==> src/rtl/ball_motion.sv <==
// rtl/ball_motion.sv - Pong ball kinematics, wall/paddle bounce and miss detection
module ball_motion #(
  parameter int H_RES        = 640,
  parameter int V_RES        = 480,
  parameter int BALL_SIZE    = 8,
  parameter int PADDLE_H     = 64,
  parameter int PADDLE_W     = 8,
  parameter int PADDLE_X_L   = 16,
  parameter int PADDLE_X_R   = 616,
  parameter int SPEEDUP_HITS = 4,
  parameter int MAX_SPEED    = 4
) (
  input  logic       clk,
  input  logic       reset_n,
  input  logic       frame_tick,
  input  logic       srv_l,
  input  logic       srv_r,
  input  logic [9:0] paddle_l_y,
  input  logic [9:0] paddle_r_y,
  output logic [9:0] ball_x,
  output logic [9:0] ball_y,
  output logic       miss_l,
  output logic       miss_r,
  output logic       hit,
  output logic [2:0] speed
);

  localparam int CW = $clog2(SPEEDUP_HITS + 1);

  // All position math is carried one bit wider than the outputs so that
  // sums and differences near the edges never wrap.
  localparam logic [10:0] LF      = 11'(PADDLE_X_L + PADDLE_W);
  localparam logic [10:0] RF      = 11'(PADDLE_X_R - BALL_SIZE);
  localparam logic [10:0] Y_MAX   = 11'(V_RES - BALL_SIZE);
  localparam logic [10:0] X_HOME  = 11'((H_RES - BALL_SIZE) / 2);
  localparam logic [10:0] Y_HOME  = 11'((V_RES - BALL_SIZE) / 2);
  localparam logic [10:0] BS      = 11'(BALL_SIZE);
  localparam logic [10:0] PH      = 11'(PADDLE_H);
  localparam logic [10:0] PH_HALF = 11'(PADDLE_H / 2);
  localparam logic [10:0] BS_HALF = 11'(BALL_SIZE / 2);
  localparam logic [2:0]  SPD_MAX = 3'(MAX_SPEED);
  localparam logic [CW-1:0] HITS_TOP = CW'(SPEEDUP_HITS);

  typedef enum logic [1:0] {
    IDLE,
    MOVING,
    MISSED
  } state_t;

  state_t state, state_n;

  // dx: 1 = moving right; dy: 1 = moving down
  logic          dx, dx_n;
  logic          dy, dy_n;
  logic [CW-1:0] cnt, cnt_n;
  logic [10:0]   x_n, y_n;
  logic [2:0]    speed_n;
  logic          miss_l_n, miss_r_n, hit_n;

  logic [10:0] x11, y11, s11, pl11, pr11;
  logic [10:0] vy;
  logic        vdy;
  logic        overlap_l, overlap_r;
  logic        bounced;

  assign x11  = {1'b0, ball_x};
  assign y11  = {1'b0, ball_y};
  assign s11  = {8'd0, speed};
  assign pl11 = {1'b0, paddle_l_y};
  assign pr11 = {1'b0, paddle_r_y};

  // Paddle overlap is judged against the ball's position before this frame's move.
  assign overlap_l = (y11 + BS > pl11) && (y11 < pl11 + PH);
  assign overlap_r = (y11 + BS > pr11) && (y11 < pr11 + PH);

  // Launch height: ball centred on the paddle, kept inside the playfield.
  function automatic logic [10:0] serve_y(input logic [10:0] py);
    logic [10:0] c;
    c = py + PH_HALF;
    if (c < BS_HALF) begin
      serve_y = 11'd0;
    end else begin
      c = c - BS_HALF;
      serve_y = (c > Y_MAX) ? Y_MAX : c;
    end
  endfunction

  // Candidate vertical step with top/bottom wall reflection.
  always_comb begin
    vy  = y11;
    vdy = dy;
    if (dy) begin
      if (y11 + s11 >= Y_MAX) begin
        vy  = Y_MAX;
        vdy = 1'b0;
      end else begin
        vy = y11 + s11;
      end
    end else begin
      if (y11 <= s11) begin
        vy  = 11'd0;
        vdy = 1'b1;
      end else begin
        vy = y11 - s11;
      end
    end
  end

  // Next-state and next-datapath logic for serve, move, bounce and miss.
  always_comb begin
    state_n  = state;
    x_n      = x11;
    y_n      = y11;
    dx_n     = dx;
    dy_n     = dy;
    cnt_n    = cnt;
    speed_n  = speed;
    miss_l_n = miss_l;
    miss_r_n = miss_r;
    hit_n    = 1'b0;
    bounced  = 1'b0;

    case (state)
      IDLE, MISSED: begin
        // A simultaneous frame_tick is dropped; the first move waits for the next one.
        if (srv_l || srv_r) begin
          state_n  = MOVING;
          miss_l_n = 1'b0;
          miss_r_n = 1'b0;
          speed_n  = 3'd1;
          cnt_n    = '0;
          if (srv_l) begin
            x_n  = LF;
            y_n  = serve_y(pl11);
            dx_n = 1'b1;
            dy_n = 1'b1;
          end else begin
            x_n  = RF;
            y_n  = serve_y(pr11);
            dx_n = 1'b0;
            dy_n = 1'b0;
          end
        end
      end

      MOVING: begin
        if (frame_tick) begin
          y_n  = vy;
          dy_n = vdy;
          if (!dx) begin
            if (x11 <= LF + s11) begin
              if (overlap_l) begin
                x_n     = LF;
                dx_n    = 1'b1;
                bounced = 1'b1;
              end else begin
                state_n  = MISSED;
                miss_l_n = 1'b1;
                y_n      = y11;
                dy_n     = dy;
              end
            end else begin
              x_n = x11 - s11;
            end
          end else begin
            if (x11 + s11 >= RF) begin
              if (overlap_r) begin
                x_n     = RF;
                dx_n    = 1'b0;
                bounced = 1'b1;
              end else begin
                state_n  = MISSED;
                miss_r_n = 1'b1;
                y_n      = y11;
                dy_n     = dy;
              end
            end else begin
              x_n = x11 + s11;
            end
          end

          if (bounced) begin
            hit_n = 1'b1;
            if (cnt + CW'(1) >= HITS_TOP) begin
              cnt_n = '0;
              if (speed < SPD_MAX) begin
                speed_n = speed + 3'd1;
              end
            end else begin
              cnt_n = cnt + CW'(1);
            end
          end
        end
      end

      default: begin
        state_n = IDLE;
      end
    endcase
  end

  // State register.
  always_ff @(posedge clk) begin
    if (!reset_n) begin
      state <= IDLE;
    end else begin
      state <= state_n;
    end
  end

  // Ball position, direction, speed and flag registers.
  always_ff @(posedge clk) begin
    if (!reset_n) begin
      ball_x <= X_HOME[9:0];
      ball_y <= Y_HOME[9:0];
      dx     <= 1'b1;
      dy     <= 1'b1;
      cnt    <= '0;
      speed  <= 3'd1;
      miss_l <= 1'b0;
      miss_r <= 1'b0;
      hit    <= 1'b0;
    end else begin
      ball_x <= x_n[9:0];
      ball_y <= y_n[9:0];
      dx     <= dx_n;
      dy     <= dy_n;
      cnt    <= cnt_n;
      speed  <= speed_n;
      miss_l <= miss_l_n;
      miss_r <= miss_r_n;
      hit    <= hit_n;
    end
  end

endmodule
==> config.mk <==
export PLATFORM = sky130hd
export DESIGN_NAME = ball_motion
export DESIGN_NICKNAME = d
export VERILOG_FILES = /design/src/rtl/ball_motion.sv
export SDC_FILE = /design/constraint.sdc
export NUM_CORES = 1
export LEC_CHECK = 0
export BUFFER_PORTS_ARGS = -buffer_cell sky130_fd_sc_hd__buf_2
export CAP_MARGIN = 10
export CORE_MARGIN = 4
export CORE_UTILIZATION = 60
export DETAILED_ROUTE_END_ITERATION = 7
export PLACE_DENSITY_LB_ADDON = 0.25
export SYNTH_ARGS = -nofsm -noshare
export SYNTH_HDL_FRONTEND = slang
export SYNTH_SLANG_ARGS = --single-unit
==> constraint.sdc <==
create_clock -name clk -period 4.03 [get_ports clk]
set_clock_uncertainty 0.15 [all_clocks]
set_input_delay 0.2015 -clock clk [delete_from_list [all_inputs] [get_ports clk]]
set_output_delay 0.2015 -clock clk [all_outputs]
set_load 0.05 [all_outputs]
# [Word level (Yosys, flattened, before mapping)]
# Index checks and enable logic that the tools add are counted.
[classes] n_lt_le_gt_ge=14 n_eq_ne=19 reduce_logical=14 n_mux=80 addsub=14
[ops] cell="two-way mux 10 bit" n=23
[ops] cell="case mux 10 bit (2 select lines)" n=2
[ops] cell="two-way mux 1 bit" n=32
[ops] cell="two-way mux 3 bit" n=9
[ops] cell="AND reduction 6 bit" n=4
[ops] cell="adder 10 x 3 -> 11 bit" n=2
[ops] cell="adder 10 x 6 -> 11 bit, second input constant" n=2
[ops] cell="adder 10 x 7 -> 11 bit, second input constant" n=2
[ops] cell="> comparator 11 x 10 -> 1 bit" n=2
[ops] cell="> comparator 11 x 9 -> 1 bit, second input constant" n=2
[ops] cell="less-than comparator 10 x 11 -> 1 bit" n=2
[ops] cell="less-than comparator 11 x 3 -> 1 bit, second input constant" n=2
[ops] cell="inequality test 2 bit, second input constant" n=11
[ops] cell="subtractor 11 x 3 -> 11 bit, second input constant" n=2
[ops] cell="subtractor 10 x 3 -> 10 bit" n=2
[ops] cell="two-way mux 2 bit" n=7
[ops] cell="inequality test 3 bit, second input constant" n=4
[ops] cell="case mux 3 bit (2 select lines)" n=2
[ops] cell="adder 10 x 4 -> 11 bit, second input constant" n=1
[ops] cell=">= comparator 11 x 10 -> 1 bit, second input constant" n=1
[ops] cell=">= comparator 11 x 9 -> 1 bit, second input constant" n=1
[ops] cell="less-or-equal comparator 10 x 3 -> 1 bit" n=1
[ops] cell="less-or-equal comparator 10 x 6 -> 1 bit" n=1
[ops] cell="inequality test 4 bit, second input constant" n=2
[ops] cell="other kinds (16)" n=22
[word_totals] out_inout_bits=26 regBits=33 wordCells=151 inputBits=25

# [Logic depth before layout (Yosys ltp)]
[depth] word_depth=11 mapped_depth=15

# [Least setup slack after synthesis]
# Ideal clock, no wire load.
[synth_timing] path_kind="register -> register" from="reg ball_y[3]" to="reg ball_y[5]" setup_ps=122 setup_slack_ps=30 arrival_time_ps=3728 n_path_buf=1 path_stages_with_launch=13 path_cell_list="dfxtp_1 > clkinv_1 > ha_1 > ha_1 > nand3_1 > a211oi_1 > a211oi_1 > or4_1 > a31oi_4 > o31a_1 > buf_6 > nand2_4 > o32a_1"
[synth_between] elab_chain_cells=9 word_cells_on_any_way=24
[synth_rtl] item="from (decl)" line="21" source="output logic [9:0] ball_y,"
[synth_rtl] item="from (signal assigned)" line="215" source="ball_y <= Y_HOME[9:0];"
[synth_rtl] item="from (signal assigned)" line="225" source="ball_y <= y_n[9:0];"
[synth_rtl] item="adder 10 x 3 -> 11 bit" line="97" source="vy = y11 + s11;"
[synth_rtl] item=">= comparator 11 x 9 -> 1 bit" line="93" source="if (y11 + s11 >= Y_MAX) begin"
[synth_rtl] item="two-way mux 10 bit" line="93"
[synth_rtl] item="two-way mux 10 bit" line="92" source="if (dy) begin"
[synth_rtl] item="two-way mux 10 bit, on equally long branches" line="152, 167"
[synth_rtl] item="two-way mux 10 bit, on equally long branches" line="151, 166"
[synth_rtl] item="two-way mux 10 bit" line="150" source="if (!dx) begin"
[synth_rtl] item="two-way mux 10 bit" line="147" source="if (frame_tick) begin"
[synth_rtl] item="case mux 10 bit (2 select lines)" line="123" source="case (state)"
# Several ways; a longest one is shown, not always the timed one. The select of a mux whose other input is x is not followed.
# A chain may end at the register's enable or synchronous reset.

# [Final worst setup path]
[layout_timing] from="reg ball_y[3]" to="reg ball_y[1]"
[layout_between] elab_chain_cells=9 word_cells_on_any_way=23
[layout_rtl] item="adder 10 x 3 -> 11 bit"
[layout_rtl] item=">= comparator 11 x 9 -> 1 bit" line="93"
[layout_rtl] item="two-way mux 10 bit" line="93"
[layout_rtl] item="two-way mux 10 bit" line="92"
[layout_rtl] item="two-way mux 10 bit, on equally long branches" line="152, 167"
[layout_rtl] item="two-way mux 10 bit, on equally long branches" line="151, 166"
[layout_rtl] item="two-way mux 10 bit" line="150"
[layout_rtl] item="two-way mux 10 bit" line="147"
[layout_rtl] item="case mux 10 bit (2 select lines)" line="123"
# Several ways; a longest one is shown, not always the timed one. The select of a mux whose other input is x is not followed.

==> flow_summary.toml <==
[outcome]
status = "finished clean"

[yosys]
synth-seq-cells = 33
seq_area_frac_synth = 0.1422
ys_types = 86
synth_cells = 598
synth_edf_count = 0
syn-mean-instance-area_um2 = 7.767
ys_warn_count = 0
async_flop_share = 0
syn_area_um2 = 4644
synth_nets = 687
ys.flop_type = "dfxtp_1"

[layout]
syn_to_final_growth_pct = 10.51
n_antenna_cell = 0
drive_gt1_frac = 0.1613
fin_util = 0.6964
nets = 747
fillers = 662

[setup_path]
r2r_cells = 14
cp.arrival_ps = 3780
path_cells = "buf_4 -> nand3_2 -> nor2_1 -> xor2_1 -> ha_1 -> nand4_1 -> a211oi_1 -> a211oi_1 -> or4_1 -> a31oi_4 -> o31a_1 -> buf_4 -> o21ai_0 -> o221a_2"
reg2reg_from = "ball_y[3]"
worstPathRequired_ps = 4060
reg2reg_to = "ball_y[1]"
worstSetupPathType = "reg -> reg"
start_kind = "flip-flop"
crit_start = "ball_y[3]"
slowest_delay_ps = 650
rrSetupSlack_ps = 280
critPathMaxFanout = 10
slowest_stage = "or4_1"
crit_path_end_kind = "flip-flop"

[global_route]
grt_max_degree = 24
grt_pass1_wl_mm = 24.09
grt_pass1_vias = 4738
grt_overflow = 0
gr-usage-all-layers = 0.3368
antenna_found_initial = 0

[min_path]
worstHoldStart = "srv_r"
hp-class = "in -> reg"
whs_path_depth = 2
worstHoldEndpoint = "state[0]"

[timing]
fin_crit_sh = 0.9296
period_minus_slack_ps = 3746
fin_tns_setup_ps = 0
finalHoldViolations = 0
worstMarginPinSlew_ps = 1163
hold_ws_ps = 26.54
max_freq_mhz = 266.9
slew_viol_final = 0
max_slew_margin = 0.2148
rsz0062_at_grt = "false"
setup_viol = 0

[clock_network]
clk_pin_slew_ps = 70
cts_root_buf = "clkbuf_8"
cts_tree = "done"
cts_num_sinks = 33
h-tree-depth = 2
max-clock-path-buffers = 2
holdBufCountCts = 0
insertion_delay_ps = 290
cts_buffers = 5

[routing]
drc = 0
drtPass1Iterations = 5
viasPerCell = 6.718
vias = 5079
ant_nets = 0
routedWlPerCell_um = 20.39
initialDrtViolationCount = 478
totalWireLength_mm = 15.42

[pwr]
p_seq_frac = 0.258
switchingPower_uw = 893.7
internal-power_uw = 881.5
power_density_nw_per_um2 = 345.9
power_leakage_uw = 0.002183
swShare = 0.5034
pwr-share-clk = 0.131
combPwrFrac = 0.612
vdd_drop_max_v = 0.0003449

[floorplanning]
die_w_um = 95.98
start_util = 0.6302
rows = 31
die_area_um2 = 9212
core_um2 = 7370
ios = 51
fp.dieH_um = 95.98

[placed_design]
gp_congestion = 0.9946
io_buffers = 50
dp_hpwl_mm = 12.30

[flow_run]
drv_cap = 0
## cell usage after synthesis (7+ instances only)
| master | instances | area [um2] |
|---|---|---|
| nor2_1 | 47 | 176.4 |
| xor2_1 | 7 | 61.31 |
| o21ai_0 | 30 | 150.1 |
| xnor2_1 | 29 | 254.0 |
| a31oi_1 | 14 | 87.58 |
| o211ai_1 | 7 | 52.55 |
| nand2_1 | 44 | 165.2 |
| a21o_1 | 8 | 60.06 |
| nand3_1 | 23 | 115.1 |
| clkbuf_1 | 10 | 37.54 |
| ha_1 | 60 | 750.7 |
| dfxtp_1 | 33 | 660.6 |
| a211oi_1 | 13 | 97.59 |
| nor2b_1 | 9 | 56.30 |
| nand4_1 | 11 | 68.82 |
| o31ai_1 | 8 | 60.06 |
| a21oi_1 | 37 | 185.2 |
| nand2b_1 | 9 | 56.30 |
| nor3_1 | 10 | 50.05 |
| inv_1 | 40 | 150.1 |
## worst max-delay path: cells and delay by family, from the launching register on
family	cells	cell delay, ps
XOR/XNOR	1	110
adder cells (fa/ha/maj)	1	320
AO/OA/AOI/OAI	6	1130
buffers and inverters	2	370
flip-flops	1	420
AND/OR/NAND/NOR	4	1130
## per-layer routing
metal | GRT usage | wire [um]
met5 | 0 | 0
met4 | 0.09123 | 350
met3 | 0.1063 | 1868
met2 | 0.5250 | 6792
met1 | 0.4469 | 6404
## registers in the layout, indices dropped and copies added (netlist names), 2 cells and up
signal,flops
ball_x,10
ball_y,10
cnt,3
speed,3
state,2
## repair_timing
action,in CTS,in global routing
setup endpoints to repair,0,8
setup buffers,0,3
resized for setup,0,3
## layout by cell type, fill, tap and decap left out, types with 7 or more instances in the layout
| cell | count |
|---|---|
| nor2_1 | 47 |
| nand3_1 | 23 |
| inv_1 | 40 |
| nand4_1 | 11 |
| ha_1 | 60 |
| xor2_1 | 7 |
| a211oi_1 | 13 |
| buf_2 | 50 |
| a21oi_1 | 37 |
| o211ai_1 | 7 |
| xnor2_1 | 29 |
| a31oi_1 | 14 |
| nor2b_1 | 9 |
| nand2_1 | 44 |
| dfxtp_1 | 30 |
| buf_4 | 26 |
| o31ai_1 | 8 |
| a21o_1 | 8 |
| o21ai_0 | 30 |
| nand2b_1 | 9 |
| nor3_1 | 10 |
## layout make-up
type	count	area, um2	share of cell area
clock buffer	5	68.82	0.01341
inverter	44	165.2	0.03218
timing repair buffer	76	445.4	0.08679
multi-input combinational	498	3660	0.7131
tap	99	123.9	0.02413
clock inverter	1	5.005	0.0009751
sequential	33	664.4	0.1294
## power by group through the flow
stage	Sequential, uW	Clock (uW)	Combinational (uW)
global route	462	245	1170
finish	457	232	1090
floorplan	524	0	682
detailed placement	458	0	1040
CTS	451	229	1050
global placement	456	0	1010
## kinds of logic after synthesis
group	synth area share
AO/OA/AOI/OAI	0.3028
XOR/XNOR	0.07139
adder cells (fa/ha/maj)	0.1789
buffers and inverters	0.06977
flip-flops	0.1422
multiplexers	0.01320
AND/OR/NAND/NOR	0.2217
## metrics by stage
stage / total power [uW] / cell area (um2) / std cells / worst slack [ps]
after floorplan: 1206 / 4644 / 598 / 30.31
after global placement: 1471 / 5032 / 747 / 345.7
after detailed placement: 1499 / 5032 / 747 / 227.3
after CTS: 1728 / 5106 / 753 / 197.3
after global routing: 1876 / 5132 / 756 / 9.606
final: 1775 / 5132 / 756 / 283.6
## worst max path at each step
stage | end
final | ball_y[1]
after global routing | ball_y[1]
after CTS | ball_y[1]
after floorplan | ball_y[5]
after global placement | ball_y[1]
after detailed placement | ball_y[1]
Power figures use the tool's default switching activity.
